File: config.mk
export PLATFORM = sky130hd
export DESIGN_NAME = fifo_uart_tx_flat
export DESIGN_NICKNAME = d
export VERILOG_FILES = /design/src/rtl/fifo_uart_tx_if.sv /design/src/rtl/fifo_uart_tx.sv /design/src/flat_wrapper.sv
export SDC_FILE = /design/constraint.sdc
export NUM_CORES = 1
export LEC_CHECK = 0
export CAP_MARGIN = 25
export CELL_PAD_IN_SITES_DETAIL_PLACEMENT = 0
export CELL_PAD_IN_SITES_GLOBAL_PLACEMENT = 1
export CORE_MARGIN = 4
export CORE_UTILIZATION = 30
export DETAILED_ROUTE_END_ITERATION = 7
export PLACE_DENSITY_LB_ADDON = 0.1
export SYNTH_ARGS = -nofsm -noshare
export SYNTH_HDL_FRONTEND = slang
export SYNTH_SLANG_ARGS = --single-unit
File: constraint.sdc
create_clock -name clk -period 2.2 [get_ports clk]
set_input_delay 0.44 -clock clk [delete_from_list [all_inputs] [get_ports clk]]
set_output_delay 0.44 -clock clk [all_outputs]
set_load 0.005 [all_outputs]
File: src/rtl/fifo_uart_tx_if.sv
// Bundle between the byte FIFO read side / host control and the UART drain stage.
// The slave modport is the drain stage; the master side is the FIFO plus pin consumer.
interface fifo_uart_tx_if;
   logic       ena;
   logic       fifo_empty;
   logic       fifo_rd_en;
   logic [7:0] fifo_rd_data;
   logic       tx;
   logic       busy;
   logic       frame_done;

   modport master (
      output ena, fifo_empty, fifo_rd_data,
      input  fifo_rd_en, tx, busy, frame_done
   );

   modport slave (
      input  ena, fifo_empty, fifo_rd_data,
      output fifo_rd_en, tx, busy, frame_done
   );
endinterface

File: src/rtl/fifo_uart_tx.sv
// FIFO drain stage: pops bytes and sends them as 8N1 UART frames, LSB first.
// Optional even-parity bit between data and stop when FIFO_UART_TX_PARITY_EN is defined.
module fifo_uart_tx #(
   parameter int CLKS_PER_BIT = 16,
   parameter int CNT_W        = $clog2(CLKS_PER_BIT)
) (
   input  logic           clk,
   input  logic           rst,
   fifo_uart_tx_if.slave  io_bus
);

   typedef enum logic [2:0] {
      S_IDLE,
      S_FETCH,
      S_LOAD,
      S_START,
      S_DATA,
`ifdef FIFO_UART_TX_PARITY_EN
      S_PARITY,
`endif
      S_STOP
   } state_t;

   localparam logic [CNT_W-1:0] LAST    = CNT_W'(CLKS_PER_BIT - 1);
   localparam logic [CNT_W-1:0] PRELAST = CNT_W'(CLKS_PER_BIT - 2);

   state_t           r_state;
   logic [CNT_W-1:0] r_cnt;
   logic [2:0]       r_bit_idx;
   logic [7:0]       r_shreg;
   logic             r_tx;
   logic             r_rd_en;
   logic             r_busy;
   logic             r_frame_done;

   logic             w_start;
   logic             w_bit_end;

   assign w_start   = io_bus.ena && !io_bus.fifo_empty;
   assign w_bit_end = (r_cnt == LAST);

`ifdef FIFO_UART_TX_PARITY_EN
   logic r_par;

   function automatic logic even_parity(input logic [7:0] b);
      return ^b;
   endfunction

   always_ff @(posedge clk) begin
      if (r_state == S_LOAD)
         r_par <= even_parity(io_bus.fifo_rd_data);
   end
`endif

   // Shift register is pure data: loaded in LOAD, shifted as each bit is launched.
   always_ff @(posedge clk) begin
      if (r_state == S_LOAD)
         r_shreg <= io_bus.fifo_rd_data;
      else if (w_bit_end && (r_state == S_START || r_state == S_DATA))
         r_shreg <= {1'b0, r_shreg[7:1]};
   end

   always_ff @(posedge clk or posedge rst) begin
      if (rst) begin
         r_state      <= S_IDLE;
         r_cnt        <= '0;
         r_bit_idx    <= '0;
         r_tx         <= 1'b1;
         r_rd_en      <= 1'b0;
         r_busy       <= 1'b0;
         r_frame_done <= 1'b0;
      end else begin
         r_rd_en      <= 1'b0;
         r_frame_done <= 1'b0;
         case (r_state)
            S_IDLE: begin
               if (w_start) begin
                  r_state <= S_FETCH;
                  r_rd_en <= 1'b1;
                  r_busy  <= 1'b1;
               end
            end
            S_FETCH: r_state <= S_LOAD;
            S_LOAD: begin
               r_tx    <= 1'b0;
               r_cnt   <= '0;
               r_state <= S_START;
            end
            S_START: begin
               if (w_bit_end) begin
                  r_cnt     <= '0;
                  r_bit_idx <= '0;
                  r_tx      <= r_shreg[0];
                  r_state   <= S_DATA;
               end else begin
                  r_cnt <= r_cnt + 1'b1;
               end
            end
            S_DATA: begin
               if (w_bit_end) begin
                  r_cnt <= '0;
                  if (r_bit_idx == 3'd7) begin
`ifdef FIFO_UART_TX_PARITY_EN
                     r_tx    <= r_par;
                     r_state <= S_PARITY;
`else
                     r_tx    <= 1'b1;
                     r_state <= S_STOP;
`endif
                  end else begin
                     r_bit_idx <= r_bit_idx + 3'd1;
                     r_tx      <= r_shreg[0];
                  end
               end else begin
                  r_cnt <= r_cnt + 1'b1;
               end
            end
`ifdef FIFO_UART_TX_PARITY_EN
            S_PARITY: begin
               if (w_bit_end) begin
                  r_cnt   <= '0;
                  r_tx    <= 1'b1;
                  r_state <= S_STOP;
               end else begin
                  r_cnt <= r_cnt + 1'b1;
               end
            end
`endif
            S_STOP: begin
               // frame_done is registered one cycle early so it lands on the final stop cycle.
               if (w_bit_end) begin
                  r_cnt <= '0;
                  if (w_start) begin
                     r_state <= S_FETCH;
                     r_rd_en <= 1'b1;
                  end else begin
                     r_state <= S_IDLE;
                     r_busy  <= 1'b0;
                  end
               end else begin
                  r_cnt <= r_cnt + 1'b1;
                  if (r_cnt == PRELAST)
                     r_frame_done <= 1'b1;
               end
            end
            default: begin
               r_state <= S_IDLE;
               r_busy  <= 1'b0;
               r_tx    <= 1'b1;
            end
         endcase
      end
   end

   assign io_bus.tx         = r_tx;
   assign io_bus.fifo_rd_en = r_rd_en;
   assign io_bus.busy       = r_busy;
   assign io_bus.frame_done = r_frame_done;

endmodule
File: src/flat_wrapper.sv
// flat-port wrapper written by rule: the top's interface ports become plain ports
module fifo_uart_tx_flat 
#(
   parameter int CLKS_PER_BIT = 16,
   parameter int CNT_W        = $clog2(CLKS_PER_BIT)
)
  (clk, rst, io_bus_ena, io_bus_fifo_empty, io_bus_fifo_rd_data, io_bus_fifo_rd_en, io_bus_tx, io_bus_busy, io_bus_frame_done);
  fifo_uart_tx_if io_bus_i ();
  input  logic clk;
  input  logic rst;
  input wire logic [$bits(io_bus_i.ena)-1:0] io_bus_ena;
  input wire logic [$bits(io_bus_i.fifo_empty)-1:0] io_bus_fifo_empty;
  input wire logic [$bits(io_bus_i.fifo_rd_data)-1:0] io_bus_fifo_rd_data;
  output wire logic [$bits(io_bus_i.fifo_rd_en)-1:0] io_bus_fifo_rd_en;
  output wire logic [$bits(io_bus_i.tx)-1:0] io_bus_tx;
  output wire logic [$bits(io_bus_i.busy)-1:0] io_bus_busy;
  output wire logic [$bits(io_bus_i.frame_done)-1:0] io_bus_frame_done;
  assign io_bus_i.ena = io_bus_ena;
  assign io_bus_i.fifo_empty = io_bus_fifo_empty;
  assign io_bus_i.fifo_rd_data = io_bus_fifo_rd_data;
  assign io_bus_fifo_rd_en = io_bus_i.fifo_rd_en;
  assign io_bus_tx = io_bus_i.tx;
  assign io_bus_busy = io_bus_i.busy;
  assign io_bus_frame_done = io_bus_i.frame_done;
  fifo_uart_tx #(.CLKS_PER_BIT(CLKS_PER_BIT), .CNT_W(CNT_W)) u_core (.clk(clk), .rst(rst), .io_bus(io_bus_i));
endmodule
# --- Word level (Yosys, flattened, before mapping) ---
# Index checks and enable logic that the tools add are counted.
classes:
  add_sub_neg: 2
  multipliers: 0
  n_div: 0
  n_lt_le_gt_ge: 0
  n_eq_ne: 15
  shift: 0
  muxes: 29
  bitwise_logic: 2
  reduce_logical: 15
ops:
  columns: ["operator", "n"]
  rows:
  - ["$mux 3", 8]
  - ["$pmux 3 s6", 1]
  - ["$mux 8", 2]
  - ["$mux 1", 12]
  - ["$eq 3x3->1 const B", 3]
  - ["$eq 4x4->1 const B", 2]
  - ["$ne 2x1->1 const B", 4]
  - ["$pmux 4 s2", 1]
  - ["$reduce_and 4->1", 2]
  - ["$eq 3x2->1 const B", 2]
  - ["$ne 2x2->1 const B", 3]
  - ["$pmux 3 s2", 1]
  - ["$reduce_bool 2->1", 3]
  - ["$reduce_or 3->1", 2]
  - ["$reduce_and 5->1", 1]
  - ["$add 4x1->4 const B", 1]
  - ["$mux 4", 1]
  - ["$pmux 1 s4", 1]
  - ["$reduce_or 4->1", 1]
  - ["$add 3x1->3 const B", 1]
  - ["$eq 3x1->1 const B", 1]
  - ["$logic_not 3->1", 1]
  - ["$pmux 1 s3", 1]
  - ["$reduce_and 3->1", 1]
  - ["5 further kinds", 7]
word_totals:
  reg_bits: 22
  latch_bits: 0
  ram_bits: 0
  mem_bits_ro: 0
  memories: 0

# --- Logic depth before layout (Yosys ltp) ---
logic_depth:
  word_depth: 5
  depth_mapped: 6
  ltp_nobuf: 6

# --- Worst setup path before layout ---
# Ideal clock, no wire load.
synth_path:
  path_kind: "register -> register"
  from: "register u_core.r_cnt[0]"
  to: "register u_core.r_shreg[0], enable pin"
  setup_time_ns: 0.326
  t_arrival_ns: 1.202
  required_ns: 1.874
  setup_slack_ns: 0.672
  stages_incl_launch_ff: 5
  n_path_buf: 1
  period_less_slack_ns: 1.528
  path_cell_list: "dfrtp_1 ha_1 and3_1 buf_2 a21o_1"
synth_between:
  elab_chain_len: 3
synth_rtl:
  columns: ["element", "line_no", "rtl"]
  rows:
  - ["from (decl)", "fifo_uart_tx.sv:28", "logic [CNT_W-1:0] r_cnt;"]
  - ["from (signal assigned)", "fifo_uart_tx.sv:96", "r_cnt <= r_cnt + 1'b1;"]
  - ["from (signal assigned)", "fifo_uart_tx.sv:115", "r_cnt <= r_cnt + 1'b1;"]
  - ["from (signal assigned)", "fifo_uart_tx.sv:141", "r_cnt <= r_cnt + 1'b1;"]
  - ["$eq 4x4->1", "fifo_uart_tx.sv:40", "assign w_bit_end = (r_cnt == LAST);"]
  - ["$logic_and 1x1->1", "fifo_uart_tx.sv:59", "else if (w_bit_end && (r_state == S_START || r_state == S_DATA))"]
  - ["$reduce_bool 2->1 (no source line)", null, null]
  - ["to (signal assigned)", "fifo_uart_tx.sv:58", "r_shreg <= io_bus.fifo_rd_data;"]
  - ["to (signal assigned)", "fifo_uart_tx.sv:60", "r_shreg <= {1'b0, r_shreg[7:1]};"]
  - ["to (decl)", "fifo_uart_tx.sv:30", "logic [7:0] r_shreg;"]
# Every way passes these cells.
# A chain may end at the register's enable or synchronous reset.

# --- Final worst setup path ---
layout_path:
  from: "register u_core.r_state[2]"
  to: "register u_core.r_shreg[0], enable pin"
layout_between:
  elab_chain_len: 4
layout_rtl:
  columns: ["element", "line_no", "rtl"]
  rows:
  - ["from (decl)", "fifo_uart_tx.sv:27", "state_t r_state;"]
  - ["from (signal assigned)", "fifo_uart_tx.sv:65", "r_state <= S_IDLE;"]
  - ["from (signal assigned)", "fifo_uart_tx.sv:78", "r_state <= S_FETCH;"]
  - ["from (signal assigned)", "fifo_uart_tx.sv:83", "S_FETCH: r_state <= S_LOAD;"]
  - ["$eq 3x2->1 or $eq 3x3->1 (tied branches)", "fifo_uart_tx.sv:59", null]
  - ["$logic_or 1x1->1", "fifo_uart_tx.sv:59", null]
  - ["$logic_and 1x1->1", "fifo_uart_tx.sv:59", null]
  - ["$reduce_bool 2->1 (no source line) (*)", null, null]
# Every way passes the cells marked *; elsewhere a longest branch is shown, timed or not.

==> results.sh <==
export IMPL_diodes=0
export IMPL_yosysWarnings=0
export IMPL_path_class="reg -> reg"
export IMPL_rrSetupSlack_ns=0.45
export IMPL_whs_path_depth=2
export IMPL_layout_drive_gt1_share_pct=15.5
export IMPL_cp_slowest_cell="dfrtp_1"
export IMPL_yosysUniqueCellTypes=41
export IMPL_post_cts_buffers=0
export IMPL_synth_nets=132
export IMPL_vias_per_cell=4.92
export IMPL_synth_top_area_cell="dfrtp_1"
export IMPL_grt_max_degree=18
export IMPL_clkTransAtPathRegs_ns=0.09
export IMPL_skew_ns=0.00662
export IMPL_power_internal_uw=683
export IMPL_grt_ovfl_total=0
export IMPL_worst_path_max_fanout=17
export IMPL_synthTopCellsByArea="dfrtp_1, edfxtp_1, mux2_2"
export IMPL_switching_share_pct=17.3
export IMPL_leakagePower_nw=0.620
export IMPL_irDropWorstVdd_v=0.000220
export IMPL_grt_pass1_vias=856
export IMPL_nets=146
export IMPL_critical_path_top_delay_family="flip-flops"
export IMPL_synth_top_area_share_pct=26.4
export IMPL_drc=0
export IMPL_critPathMaxStageDelay_ns=0.71
export IMPL_finalNonFillerCells=179
export IMPL_outcome="finished, final reports clean"
export IMPL_p_total_uw=827
export IMPL_worst_slew_pin_transition_ns=0.613
export IMPL_cp_end_kind="flip-flop"
export IMPL_ys_seq_area_share_pct=48.1
export IMPL_hold_start="u_core.r_bit_idx[1]"
export IMPL_grt_pass1_wl_um=4140
export IMPL_p_comb_share_pct=3.4
export IMPL_cts_buffers=3
export IMPL_power_switching_uw=143
export IMPL_h_tree_depth=1
export IMPL_die_area_um2=5190
export IMPL_hold_buffers=0
export IMPL_p_seq_share_pct=51.0
export IMPL_final_period_utilization_pct=79.7
export IMPL_clkLatencyLatePin_ns=0.26
export IMPL_dr_pass1_iters=4
export IMPL_min_period_ns=1.75
export IMPL_clock_power_share_pct=45.6
export IMPL_cts_sinks=22
export IMPL_gp_congestion=0.701
export IMPL_grt_use_total_pct=10.0
export IMPL_synth_seq_cells=22
export IMPL_routedWlPerCell_um=13.1
export IMPL_setup_viol=0
export IMPL_portBuffers=15
export IMPL_finalWirelength_um=2350
export IMPL_fmax_mhz=571
export IMPL_grt_antenna_before_repair=0
export IMPL_maxCapViolations=0
export IMPL_reg2reg_depth=3
export IMPL_power_density_nw_per_um2=559
export IMPL_path_cells="nand2b_4, nor2_1, a21o_1"
export IMPL_cts_resized_gates=0
export IMPL_regToRegStartpoint="u_core.r_state[2]"
export IMPL_dp_cells=175
export IMPL_hp_class="reg -> reg"
export IMPL_io_pins=16
export IMPL_synth_ff_type="dfrtp_1"
export IMPL_final_cell_mix="clkdlybuf4s50_1, dfrtp_1, nor2_1"
export IMPL_fp_dieH_um=72.0
export IMPL_netlist_area_um2=1230
export IMPL_first_iter_violations=68
export IMPL_syn_to_final_growth_pct=20.3
export IMPL_holdWs_ns=0.502
export IMPL_synth_edff_count=8
export IMPL_core_area_um2=3970
export IMPL_layout_commonest_cell="clkdlybuf4s50_1"
export IMPL_tns_ns=0
export IMPL_slew_headroom_pct=59.1
export IMPL_rows=23
export IMPL_hold_viol=0
export IMPL_ys_async_sr_fraction_pct=63.6
export IMPL_finalMaxSlewViolations=0
export IMPL_rr_endpoint="u_core.r_shreg[0]"
export IMPL_syn_instance_count=116
export IMPL_cp_num_buf_inv=0
export IMPL_vias=880
export IMPL_start_kind="flip-flop"
export IMPL_avgSynthCellArea_um2=10.6
export IMPL_worst_path_stages=3
export IMPL_fp_dieW_um=72.0
export IMPL_hold_end="u_core.r_bit_idx[1]"
export IMPL_worstPathArrival_ns=1.69
export IMPL_cts_root_buf="clkbuf_8"
export IMPL_critPathRequiredTime_ns=2.14
export IMPL_cts_tree="done"
export IMPL_max_clock_path_buffers=2
export IMPL_drtAntennaViolNets=0
export IMPL_dp_hpwl_um=1760
export IMPL_initial_utilization_pct=31.0
export IMPL_fill_cells=403
export IMPL_rsz0062_at_grt="false"
==> through the flow <==
stage | util (%) | cell area, µm² | setup slack, ns
3_5_place_dp | 35.5 | 1410 | 0.398
3_3_place_gp | 35.5 | 1410 | 0.413
6_report | 37.3 | 1480 | 0.447
2_1_floorplan | - | 1230 | 0.672
5_1_grt | 37.3 | 1480 | 0.251
4_1_cts | 37.3 | 1480 | 0.399
==> sequential cells by signal, summed over array words and instances, names as in the netlist <==
| register | flops |
|---|---|
| u_core.r_cnt | 4 |
| u_core.r_state | 3 |
| u_core.io_bus.fifo_rd_en | 1 |
| u_core.io_bus.tx | 1 |
| u_core.r_bit_idx | 3 |
| u_core.io_bus.busy | 1 |
| u_core.r_shreg | 8 |
| u_core.io_bus.frame_done | 1 |
==> cell usage after synthesis, drive strengths merged, types with 3 or more instances <==
cell,number
o21ai,5
buf,6
a21oi,9
nand2,9
o22ai,3
dfrtp,13
edfxtp,8
ha,4
nand2b,3
nor3,3
mux2,8
inv,6
nor2,11
==> worst reg2reg max path, cell delays in order, from the launching register on <==
cell	delay (ns)
dfrtp_1	0.71
nand2b_4	0.16
nor2_1	0.22
a21o_1	0.36
==> area by class of cell <==
class	instances	area [µm²]	area share, %
clock buffer	3	41.3	2.79
clock inverter	1	30.0	2.03
inverter	6	22.5	1.52
multi-input combinational	81	574	38.8
sequential	22	592	40.0
tap	50	62.6	4.23
timing repair buffer	16	158	10.7
==> routing by layer <==
metal  share of wire (%)  wire length, µm  vias up  global-route usage, %
met5                   0                0        -                      0
met4                 1.2               27        0                   3.76
met3                 3.7               86        4                   1.80
met2                  48             1120       16                   15.6
met1                  47             1110      414                   13.9
li1                    -                -      446                      -
==> logic make-up (layout without fill, tap and decap cells) <==
group	count (synthesis)	count (layout)	synth area share, %
buffers and inverters	13	26	5.19
DFF	22	22	48.1
muxes	9	9	8.14
adders and majority gates	4	4	4.07
and+or+nand+nor	37	37	17.5
AOI/OAI and AO/OA	31	31	17.0
==> worst max-delay path by stage <==
stage	from	end	slack [ns]
6_report	u_core.r_state[2]	u_core.r_shreg[0]	0.45
5_1_grt	u_core.r_state[2]	u_core.r_shreg[3]	0.25
4_1_cts	u_core.r_state[2]	u_core.r_shreg[4]	0.40
3_5_place_dp	u_core.r_state[2]	u_core.r_shreg[4]	0.40
3_3_place_gp	u_core.r_state[2]	u_core.r_shreg[7]	0.41
2_1_floorplan	u_core.r_cnt[0]	u_core.r_shreg[0]	0.67
==> power by group through the flow <==
stage	logic (mW)	clock network (mW)	registers, mW
floorplan	0.00701	0	0.431
global placement	0.0285	0	0.431
detailed placement	0.0287	0	0.431
CTS	0.0287	0.391	0.422
global route	0.0311	0.412	0.422
finish	0.0278	0.377	0.422
(Power assumes the default switching activity.)
